[config.mk]
export PLATFORM = sky130hd
export DESIGN_NAME = multiplicador_serial_flat
export DESIGN_NICKNAME = d
export VERILOG_FILES = /design/src/rtl/multiplicador_serial_if.sv /design/src/rtl/multiplicador_serial.sv /design/src/flat_wrapper.sv
export SDC_FILE = /design/constraint.sdc
export NUM_CORES = 1
export LEC_CHECK = 0
export CAP_MARGIN = 10
export CELL_PAD_IN_SITES_DETAIL_PLACEMENT = 0
export CELL_PAD_IN_SITES_GLOBAL_PLACEMENT = 1
export CORE_MARGIN = 2
export CORE_UTILIZATION = 40
export CTS_CLUSTER_SIZE = 30
export DETAILED_ROUTE_END_ITERATION = 8
export PLACE_DENSITY_LB_ADDON = 0.1
export SLEW_MARGIN = 30
export SYNTH_ARGS = -nofsm -noshare
export SYNTH_HDL_FRONTEND = slang
export SYNTH_SLANG_ARGS = --single-unit
[constraint.sdc]
create_clock -name Clock -period 2.6 [get_ports Clock]
set_clock_uncertainty 0.15 [all_clocks]
set_input_delay 0.52 -clock Clock [delete_from_list [all_inputs] [get_ports Clock]]
set_output_delay 0.52 -clock Clock [all_outputs]
set_load 0.005 [all_outputs]
[src/rtl/multiplicador_serial_if.sv]
// multiplicador_serial_if: start/operand/result bundle between a requester and the serial multiplier
interface multiplicador_serial_if #(parameter int LARGURA = 4) ();
  logic                 Iniciar;
  logic                 ComSinal;
  logic [LARGURA-1:0]   OperandoA;
  logic [LARGURA-1:0]   OperandoB;
  logic [2*LARGURA-1:0] Produto;
  logic                 Pronto;
  logic                 Ocupado;
  modport master (output Iniciar, ComSinal, OperandoA, OperandoB, input Produto, Pronto, Ocupado);
  modport slave (input Iniciar, ComSinal, OperandoA, OperandoB, output Produto, Pronto, Ocupado);
endinterface

[src/rtl/multiplicador_serial.sv]
// multiplicador_serial: shift-add multiplier, one step per clock, signed via magnitude and final negation
module multiplicador_serial #(parameter int LARGURA = 4) (
  input logic Clock,
  input logic Reset,
  multiplicador_serial_if.slave bus
);
  localparam int CW = (LARGURA > 2) ? $clog2(LARGURA) : 1;
  typedef enum logic [1:0] {OCIOSO, CALCULA, AJUSTE, FIM} estado_t;
  estado_t r_estado, w_prox;
  logic                 r_sinal, r_pronto, r_ocupado;
  logic [LARGURA-1:0]   r_mcand, r_acc, r_mult;
  logic [CW-1:0]        r_cnt;
  logic [2*LARGURA-1:0] r_produto;
  logic [LARGURA:0]     w_soma;
  logic [LARGURA-1:0]   w_abs_a, w_abs_b;
  logic [2*LARGURA-1:0] w_mag;
  logic                 w_ultimo;
  // -2^(LARGURA-1) negates to itself, which read unsigned is the correct magnitude
  assign w_abs_a  = (bus.ComSinal && bus.OperandoA[LARGURA-1]) ? -bus.OperandoA : bus.OperandoA;
  assign w_abs_b  = (bus.ComSinal && bus.OperandoB[LARGURA-1]) ? -bus.OperandoB : bus.OperandoB;
  assign w_soma   = {1'b0, r_acc} + (r_mult[0] ? {1'b0, r_mcand} : '0);
  assign w_mag    = {r_acc, r_mult};
  assign w_ultimo = r_cnt == CW'(LARGURA - 1);
  always_comb begin
    w_prox = r_estado;
    case (r_estado)
      OCIOSO:  w_prox = bus.Iniciar ? CALCULA : OCIOSO;
      CALCULA: w_prox = w_ultimo ? AJUSTE : CALCULA;
      AJUSTE:  w_prox = FIM;
      default: w_prox = OCIOSO;
    endcase
  end
  always_ff @(posedge Clock) begin
    if (Reset) r_estado <= OCIOSO;
    else r_estado <= w_prox;
  end
  always_ff @(posedge Clock) begin
    if (Reset) begin
      r_sinal   <= 1'b0;
      r_mcand   <= '0;
      r_acc     <= '0;
      r_mult    <= '0;
      r_cnt     <= '0;
      r_produto <= '0;
      r_pronto  <= 1'b0;
      r_ocupado <= 1'b0;
    end else begin
      r_ocupado <= w_prox != OCIOSO;
      r_pronto  <= r_estado == AJUSTE;
      case (r_estado)
        OCIOSO: if (bus.Iniciar) begin
          r_sinal <= bus.ComSinal & (bus.OperandoA[LARGURA-1] ^ bus.OperandoB[LARGURA-1]);
          r_mcand <= w_abs_a;
          r_mult  <= w_abs_b;
          r_acc   <= '0;
          r_cnt   <= '0;
        end
        CALCULA: begin
          {r_acc, r_mult} <= {w_soma, r_mult[LARGURA-1:1]};
          r_cnt <= r_cnt + 1'b1;
        end
        AJUSTE: r_produto <= r_sinal ? -w_mag : w_mag;
        default: ;
      endcase
    end
  end
  assign bus.Produto = r_produto;
  assign bus.Pronto  = r_pronto;
  assign bus.Ocupado = r_ocupado;
endmodule
[src/flat_wrapper.sv]
// flat-port wrapper written by rule: the top's interface ports become plain ports
module multiplicador_serial_flat 
#(parameter int LARGURA = 4)
  (Clock, Reset, bus_Iniciar, bus_ComSinal, bus_OperandoA, bus_OperandoB, bus_Produto, bus_Pronto, bus_Ocupado);
  multiplicador_serial_if #(.LARGURA(LARGURA)) bus_i ();
  input logic Clock;
  input logic Reset;
  input wire logic [$bits(bus_i.Iniciar)-1:0] bus_Iniciar;
  input wire logic [$bits(bus_i.ComSinal)-1:0] bus_ComSinal;
  input wire logic [$bits(bus_i.OperandoA)-1:0] bus_OperandoA;
  input wire logic [$bits(bus_i.OperandoB)-1:0] bus_OperandoB;
  output wire logic [$bits(bus_i.Produto)-1:0] bus_Produto;
  output wire logic [$bits(bus_i.Pronto)-1:0] bus_Pronto;
  output wire logic [$bits(bus_i.Ocupado)-1:0] bus_Ocupado;
  assign bus_i.Iniciar = bus_Iniciar;
  assign bus_i.ComSinal = bus_ComSinal;
  assign bus_i.OperandoA = bus_OperandoA;
  assign bus_i.OperandoB = bus_OperandoB;
  assign bus_Produto = bus_i.Produto;
  assign bus_Pronto = bus_i.Pronto;
  assign bus_Ocupado = bus_i.Ocupado;
  multiplicador_serial #(.LARGURA(LARGURA)) u_core (.Clock(Clock), .Reset(Reset), .bus(bus_i));
endmodule
==> key figures <==
Drt
  – DRT Wirelength: 3558 um
  – Starting DRT DRC Count: ~70
  – Vias: 1388
  – DR WL/cell: between 10 and 15 um
  – Number of optimization iterations in the first detailed-route pass: 4
  – DR vias/cell: between 5 and 6
  – Antenna-violating nets left: 0
  – Drt drc: 0

Job
  – MaxCap Viol Count: 0

Worst setup path
  – Reg-to-reg critical path startpoint: u_core.r_mult[0]$_SDFFE_PP0P_
  – Buf/Inv on CP: 1
  – Critical path type: register to register
  – Worst path max stage delay: 0.51 ns
  – CP Launch Type: register
  – R2r setup slk: ~0.61 ns
  – Req. time, crit path: around 2.7 ns
  – Worst Path Max Fanout: 9
  – CP Cell Sequence: and2_1 > ha_1 > inv_1 > fa_1 > nor2b_1 > o21ai_0 > a211oi_1
  – Top delay family on crit path: adder cells
  – Crit. Startpoint: u_core.r_mult[0]$_SDFFE_PP0P_
  – Crit. End Element: register
  – CP Data Arrival Time: just over 2 ns
  – CP max-delay cell: dfxtp_1

Timing
  – Max transition margin: between 50% and 60%
  – Fmax: between 0.5 and 0.6 GHz
  – Setup violators final: 0
  – RSZ-0062 raised after global routing: no
  – Pins Over Slew Limit: 0
  – Measured slew at the worst slew-check pin: approximately 0.73 ns
  – Setup TNS Final: 0 ns
  – Period utilization: about 77%
  – Tmin final: about 2 ns
  – Final hold violation count: 0

Clocking
  – Worst skew pair latency: 0.28 ns
  – # hold bufs at CTS: 0
  – Clk slew on worst S/H paths: roughly 0.10 ns
  – Total clock sinks: 27
  – CTS buffer count: 3
  – CTS tree: done
  – H-tree levels: 1
  – CTS Buffer Depth: 2
  – Post-cts resize count: 0
  – Post-CTS Setup Repair Bufs: 0
  – Clk root buf: clkbuf_8

Final layout
  – Multi-input gate area: 943.4 um2
  – FF+latch area: 540.5 um2
  – Fill count: 366
  – Net count, final: 222
  – Layout cells sized above 1: under 10%
  – # diodes: 0
  – End-of-flow core utilization: between 40% and 50%
  – Fin area: 1848 um2
  – Area grow syn2layout: 14.32%

Synth
  – Average size of a mapped cell: roughly 8.6 um2
  – Number of synthesized flops with an enable pin: 0
  – Cells after synthesis: about 190
  – Syn. warnings: 0
  – Most used DFF post-synth: dfxtp_1
  – Asr flop ratio synth: 0%
  – Synth area leaders: dfxtp_1 (33%), ha_1 (6.2%), a21oi_1 (5.3%)
  – Post-Syn Nets: 210
  – Synth top area share: between 30% and 40%
  – FF+latch count, synth: 27
  – Leading area contributor after synthesis: dfxtp_1
  – Yosys cell types: 46
  – Seq/Total Area, Yosys: 33.44%
  – Mapped cell area: between 1500 and 2000 um2

Status
  – Outcome: finished, final reports clean

Floorplanning
  – Die width: 67.57 um
  – Die Y: between 60 and 70 um
  – Core Rows: 23
  – Die Area: around 4600 um2
  – Core ar.: ~3900 um2
  – Initial Util: between 40% and 50%
  – Io pins: 22

Placed design
  – Port bufs: 21
  – DP HPWL: between 2000 and 3000 um
  – Cell Area, Placed: approximately 1800 um2
  – Routability Congestion: roughly 0.91

GRT
  – Vias in the first global route: approximately 1.3k
  – Initial antenna violation count: 0
  – Largest net degree at the start of global routing: 28
  – Total gr overflow: 0
  – Tot GR Track Use: between 10% and 20%
  – First-pass GRT wire length: roughly 5900 um

Power
  – Worst vdd ir: between 0.2 and 0.25 mV
  – Int Pwr: 603.4 uW
  – Combinational group share of total power: about 16%
  – Leakage: 0.6732 nW
  – Pwr/cell area: approximately 450 nW/um2
  – Sequential cell fraction of total power: between 50 and 60%
  – Psw: 235.9 uW
  – Pwr Total: ~840 uW
  – Switching share of power: 28.10%
  – Clk pwr share: approximately 30%

Hold path
  – Hold WC Path Type: register to register
  – Hold_sp: u_core.r_mcand[3]$_SDFFE_PP0P_
==> synthesized netlist by cell type, drive strengths merged (5+ instances only) <==
master and number:
a22oi 5, o21ai 5, buf 11, dfxtp 27, inv 10, nand2 12
nor2b 8, a21oi 17, ha 8, a211oi 5, nor2 10, nand3 12
nand2b 5
==> worst reg2reg max path: cells and delay by family (launching register included) <==
kind	cells	cell delay, ns
buf+inv	1	0.06
fa+ha+maj	2	0.56
flops	1	0.51
compound gates	2	0.33
simple gates	2	0.30
==> metrics by stage <==
step / hold slack (ns) / std cells / setup WS, ns
after global placement: 0.2961 / 246 / 0.4894
after CTS: 0.3094 / 250 / 0.6040
after global routing: 0.3491 / 250 / 0.4820
after detailed placement: 0.2956 / 246 / 0.4529
final: 0.3037 / 250 / 0.6068
after floorplan: 0.2817 / 189 / 0.7927
==> routing by layer <==
layer  vias up  part of all wire [%]  track usage, %  routed length (um)
li1        696                     -               -                   -
met1       645                    46           22.56                1641
met2        45                    48           28.43                1723
met3         2                   4.6           2.500                 165
met4         0                  0.76           4.592                  27
met5         -                     0               0                   0
==> layout make-up <==
type / count / area share, %
clock inverter: 1 / 0.2708
multi-input combinational: 137 / 51.05
timing repair buffer: 22 / 11.78
sequential: 27 / 29.25
inverter: 10 / 2.031
tap: 50 / 3.385
clock buffer: 3 / 2.234
==> placed cells by master (no fill, tap or decap), types with 5 or more instances in the layout <==
master and n:
a22oi_1 5, inv_1 10, o21ai_0 5, a211oi_1 5, a21oi_1 17, nand2b_1 5
nand2_1 12, dfxtp_1 27, ha_1 8, clkdlybuf4s50_1 21, nand3_1 12, nor2_1 10
nor2b_1 8
==> power by group through the flow <==
stage / registers (mW) / logic, mW / clock network, mW
after floorplan: 0.449 / 0.110 / 0
after global placement: 0.466 / 0.132 / 0
after detailed placement: 0.466 / 0.136 / 0
after CTS: 0.456 / 0.137 / 0.253
after global routing: 0.460 / 0.151 / 0.266
final: 0.456 / 0.135 / 0.247
==> final timing paths <==
path,endpoint,cells past startpoint
setup / recovery,u_core.r_acc[3]$_SDFFE_PP0P_,7
hold / removal,u_core.r_mcand[3]$_SDFFE_PP0P_,2
setup reg to reg,u_core.r_acc[3]$_SDFFE_PP0P_,7
hold reg to reg,u_core.r_mcand[3]$_SDFFE_PP0P_,2
==> state kept, by name, indices dropped and copies added, names as in the netlist <==
signal / count
u_core.r_cnt: 2
u_core.bus.Ocupado: 1
u_core.r_sinal: 1
u_core.r_acc: 4
u_core.r_mcand: 4
u_core.r_mult: 4
u_core.bus.Pronto: 1
u_core.bus.Produto: 8
u_core.r_estado: 2
==> cell families (layout without fill, tap and decap cells) <==
| logic type | Yosys count | count (layout) | share of synthesized area [%] |
|---|---|---|---|
| flip-flops | 27 | 27 | 33.44 |
| multiplexers | 3 | 3 | 1.858 |
| XOR/XNOR | 5 | 5 | 2.709 |
| buffers and inverters | 25 | 36 | 8.205 |
| adder cells (fa/ha/maj) | 9 | 9 | 7.431 |
| AND/OR/NAND/NOR | 74 | 74 | 27.71 |
| AO/OA/AOI/OAI | 46 | 46 | 18.65 |
Power figures use the tool's default switching activity.
